<file path="src/rtl/dmem_arbiter.sv">
// rtl/dmem_arbiter.sv - round-robin core/loader data memory arbiter (optional burst lock: DMEM_ARB_LOCK_EN)
module dmem_arbiter #(
    parameter int AW        = 32,
    parameter int DW        = 32,
    parameter int BURST_MAX = 8
) (
    input  logic          clk,
    input  logic          reset,
    input  logic          core_req,
    input  logic          core_we,
    input  logic [AW-1:0] core_addr,
    input  logic [DW-1:0] core_wdata,
    output logic          core_gnt,
    output logic          core_stall,
    output logic          core_rvalid,
    output logic [DW-1:0] core_rdata,
    input  logic          ld_req,
    input  logic          ld_we,
    input  logic [AW-1:0] ld_addr,
    input  logic [DW-1:0] ld_wdata,
    input  logic          ld_lock,
    output logic          ld_gnt,
    output logic          ld_rvalid,
    output logic [DW-1:0] ld_rdata,
    output logic          mem_we,
    output logic [AW-1:0] mem_addr,
    output logic [DW-1:0] mem_wdata,
    input  logic [DW-1:0] mem_rdata,
    output logic          locked
);

    localparam int CW = $clog2(BURST_MAX + 1);

    logic last_gnt;     // 0 = core served last, 1 = loader served last
    logic in_lock;
    logic grant_core;
    logic grant_ld;

`ifdef DMEM_ARB_LOCK_EN
    typedef enum logic {ARB, LOCKED} state_t;

    state_t        state;
    logic [CW-1:0] burst_cnt;

    assign in_lock = (state == LOCKED);
    assign locked  = in_lock;

    // Burst lock FSM: enter on a locked loader grant, leave when the loader drops the lock or the burst budget is spent
    always_ff @(posedge clk or posedge reset) begin
        if (reset) begin
            state     <= ARB;
            burst_cnt <= '0;
        end else begin
            case (state)
                ARB: begin
                    if (grant_ld && ld_lock) begin
                        state     <= LOCKED;
                        burst_cnt <= CW'(1);
                    end
                end
                LOCKED: begin
                    if (!ld_lock || burst_cnt == CW'(BURST_MAX)) begin
                        state     <= ARB;
                        burst_cnt <= '0;
                    end else begin
                        burst_cnt <= burst_cnt + CW'(1);
                    end
                end
                default: begin
                    state     <= ARB;
                    burst_cnt <= '0;
                end
            endcase
        end
    end
`else
    logic unused_cfg;

    assign in_lock    = 1'b0;
    assign locked     = 1'b0;
    assign unused_cfg = ld_lock | (CW == 0);
`endif

    // Grant decision: lock gives the loader exclusive use, otherwise the port not served last wins a tie
    always_comb begin
        grant_core = 1'b0;
        grant_ld   = 1'b0;
        if (!reset) begin
            if (in_lock) begin
                grant_ld = ld_req;
            end else if (core_req && ld_req) begin
                grant_core = last_gnt;
                grant_ld   = ~last_gnt;
            end else begin
                grant_core = core_req;
                grant_ld   = ld_req;
            end
        end
    end

    // Memory port mux driven from whichever port holds the grant, zeros when idle
    always_comb begin
        mem_we    = 1'b0;
        mem_addr  = '0;
        mem_wdata = '0;
        if (grant_core) begin
            mem_we    = core_we;
            mem_addr  = core_addr;
            mem_wdata = core_wdata;
        end else if (grant_ld) begin
            mem_we    = ld_we;
            mem_addr  = ld_addr;
            mem_wdata = ld_wdata;
        end
    end

    assign core_gnt   = grant_core;
    assign ld_gnt     = grant_ld;
    assign core_stall = core_req & ~grant_core;

    // Round-robin history; a lock always leaves the loader marked as last so the core wins next contention
    always_ff @(posedge clk or posedge reset) begin
        if (reset) begin
            last_gnt <= 1'b1;
        end else if (grant_core) begin
            last_gnt <= 1'b0;
        end else if (grant_ld || in_lock) begin
            last_gnt <= 1'b1;
        end
    end

    // Read return: capture memory data for a granted load, valid for exactly the following cycle
    always_ff @(posedge clk or posedge reset) begin
        if (reset) begin
            core_rvalid <= 1'b0;
            core_rdata  <= '0;
            ld_rvalid   <= 1'b0;
            ld_rdata    <= '0;
        end else begin
            core_rvalid <= grant_core & ~core_we;
            ld_rvalid   <= grant_ld & ~ld_we;
            if (grant_core && !core_we) begin
                core_rdata <= mem_rdata;
            end
            if (grant_ld && !ld_we) begin
                ld_rdata <= mem_rdata;
            end
        end
    end

endmodule

</file>
<file path="config.mk">
export PLATFORM = sky130hd
export DESIGN_NAME = dmem_arbiter
export DESIGN_NICKNAME = d
export VERILOG_FILES = /design/src/rtl/dmem_arbiter.sv
export SDC_FILE = /design/constraint.sdc
export NUM_CORES = 1
export LEC_CHECK = 0
export BUFFER_PORTS_ARGS = -buffer_cell sky130_fd_sc_hd__buf_2
export CAP_MARGIN = 15
export CELL_PAD_IN_SITES_DETAIL_PLACEMENT = 1
export CELL_PAD_IN_SITES_GLOBAL_PLACEMENT = 2
export CORE_MARGIN = 4
export CORE_UTILIZATION = 22
export DETAILED_ROUTE_END_ITERATION = 8
export PLACE_DENSITY = 0.94
export SETUP_SLACK_MARGIN = 0.4
export SYNTH_ARGS = -nofsm -noshare
export SYNTH_HDL_FRONTEND = slang
export SYNTH_SLANG_ARGS = --single-unit
</file>
<file path="constraint.sdc">
create_clock -name clk -period 3.2 [get_ports clk]
set_input_delay 0.32 -clock clk [delete_from_list [all_inputs] [get_ports clk]]
set_output_delay 0.32 -clock clk [all_outputs]
set_load 0.01 [all_outputs]
</file>
==> results.ini <==
[flow_run]
maxCapViolCount=0

[die]
start_util=0.229
die_x_um=129
core.rowCount=43
design.core.area_um2=14100
die_height_um=129
floorplan.die_area_um2=16700
design.portCount=302

[sta]
setup_total_negative_slack_ps=0
timing.max_slew.rel_slack=0.457
hold_viol_final=0
final_max_slew_viol_count=0
timing_worst_slew_pin_value_ps=813
worst_clock_skew_ps=6.22
final_min_period_over_clock_period=0.699
final_period_minus_worst_setup_slack_ps=2240
fmax_mhz=447
setup_violations=0
grt_setup_unrepaired=no

[drt]
post-route-drc-count=0
final_antenna_net_count=0
detailroute.via_count=3216
post_drt_via_cell_ratio=4.53
initialDrtViolationCount=93
final_routed_wirelength_across_all_metal_layers_mm=13.6
dr.pass1.iters=4
drt-wirelength-per-cell_um=19.2

[clocking]
cts-resized-gates=0
number_of_buffers_on_the_longest_clock_path=2
clock_sinks=67
clk_pin_slew_ps=50
tritoncts=yes
cts_root_buffer=sky130_fd_sc_hd__clkbuf_16
numCtsBuffers=9
clk-insertion-delay-late_ps=320
postCtsSetupRepairBufs=0
number_of_buffers_inserted_by_hold_repair_at_cts=0
ctsHtreeMaxLevel=3

[logic_synthesis]
synthAdderAreaFrac=0
synth-warning-count=0
post_synth_xor_area_fraction=0
synthFlopType=sky130_fd_sc_hd__dfrtp_1
combinational_family_with_the_most_area_after_synthesis=multiplexers
number_of_enable_flip_flop_cells_after_synthesis=0
compound_gate_fraction_of_synth_area=0.180
async_reset_ff_frac=1.00
synthCells=230
mapped_nets=397
yosys-mux-area-fraction=0.224
post_synth.cell_area_avg_um2=14.0
post_synth_instance_area_um2=3220
synth_seq_cells=67
synth-simple-area-share=0.0295
seq_area_frac_synth=0.521
synth.lib_cells_used.distinct=21

[worst_setup_path]
master_of_the_slowest_instance_on_the_critical_path=sky130_fd_sc_hd__buf_4
critPathCaptureType=output port
worst_ep_arrival_time_ps=1920
critical_path_peak_fanout=65
criticalPathCategory=reg2out
cp_cell_sequence=and2_4 > nor2_4 > buf_4 > a22o_1 > buf_2
reg2reg_depth=4
startpoint_type=flip-flop
worst-endpoint-required_ps=2880
slowest_delay_ps=520

[cells_and_area]
net_total_in_the_final_layout=692
layout_common_cells=sky130_fd_sc_hd__buf_2, sky130_fd_sc_hd__dfrtp_1, sky130_fd_sc_hd__a22o_1, sky130_fd_sc_hd__mux2_2, sky130_fd_sc_hd__clkbuf_16
most_frequent_standard_cell_in_the_layout_excluding_fill_and_tap_cells=sky130_fd_sc_hd__buf_2
drive_above_1_share=0.728
synthToLayoutAreaGrowth_pct=59.4
instances_no_fill=710

[global_routing]
pin_count_of_the_biggest_net_entering_global_routing=66
first_global_vias=3565
grt_antenna_before_repair=1
met1_usage=0.165
grt_first_pass_wirelength_mm=19.5
grt_use_total=0.150
grt_use_met2=0.276
globalRouteMet3Util=0.0445
top_usage_layer=met2
gr-total-overflow=0

[run_status]
outcome=finished, final reports clean

[place]
dp_hpwl_mm=11.1
dpl.cell_count=694
portBuffers=299
gp_congestion=0.884

[power]
leakage_nw=2.75
powerDensity_nw_per_um2=585
power.ir.vdd_worst_v=0.000367

[worst_hold_path]
min_path_type=in2async

power by group:
part	total [mW]	internal [mW]	switching, mW
sequential	1.16	1.06	0.106
clock	0.920	0.596	0.324
combinational	0.922	0.468	0.454
total	3.01	2.12	0.884
area by class of cell:
class,count,area [µm²]
Fill cell,1626,8960
Clock buffer,12,236
Tap cell,180,225
Inverter,1,3.75
Clock inverter,3,40.0
Timing Repair Buffer,305,1540
Multi-Input combinational cell,141,1410
Sequential cell,67,1680
Antenna cell,1,2.50
critical path: cells and delay by family, from the launching register on:
kind,cells,cell delay [ps]
simple gates,2,250
compound gates,1,270
buf+inv,2,660
flops,1,370
Yosys cell counts, drive strengths merged (2+ instances only):
master / count / area (µm²)
mux2: 64 / 721
nor3: 2 / 32.5
dfrtp: 66 / 1650
nand2b: 2 / 20.0
buf: 19 / 135
nor2: 2 / 10.0
a22o: 65 / 569
clkbuf: 2 / 7.51
cells by family after synthesis:
| family | after synthesis |
|---|---|
| compound gates | 66 |
| buf+inv | 22 |
| flops | 67 |
| mux | 64 |
| other cells | 1 |
| simple gates | 10 |
path summary, 6_finish.rpt:
kind	end	slack [ps]	from
hold / removal	ld_rdata[8]	180	reset
min in group clk	core_rdata[26]	230	mem_rdata[26]
setup / recovery	mem_addr[7]	960	last_gnt
setup reg to reg	core_rdata[10]	1050	last_gnt
max in group asynchronous	core_rvalid	2130	reset
hold reg to reg	ld_rdata[15]	490	ld_rdata[15]
layer usage:
| layer | vias to the layer above | wire length (µm) |
|---|---|---|
| met5 | - | 0 |
| li1 | 1464 | - |
| met2 | 169 | 7130 |
| met1 | 1564 | 4940 |
| met4 | 0 | 291 |
| met3 | 19 | 1280 |
flip-flops by register name, summed over array words and instances, names as in the netlist:
register     count
core_rvalid      1
last_gnt         1
core_rdata      32
ld_rvalid        1
ld_rdata        32
per-stage QoR:
step	cell area (µm²)	setup WS (ps)	hold WS (ps)	total power, mW	util
2_1_floorplan	3220	1130	455	1.63	-
6_report	5140	963	182	3.01	0.365
4_1_cts	5140	921	211	3.06	0.364
5_1_grt	5140	871	231	3.18	0.365
3_5_place_dp	4860	997	477	2.12	0.345
3_3_place_gp	4860	1040	463	2.07	0.345
(Power assumes the default switching activity.)
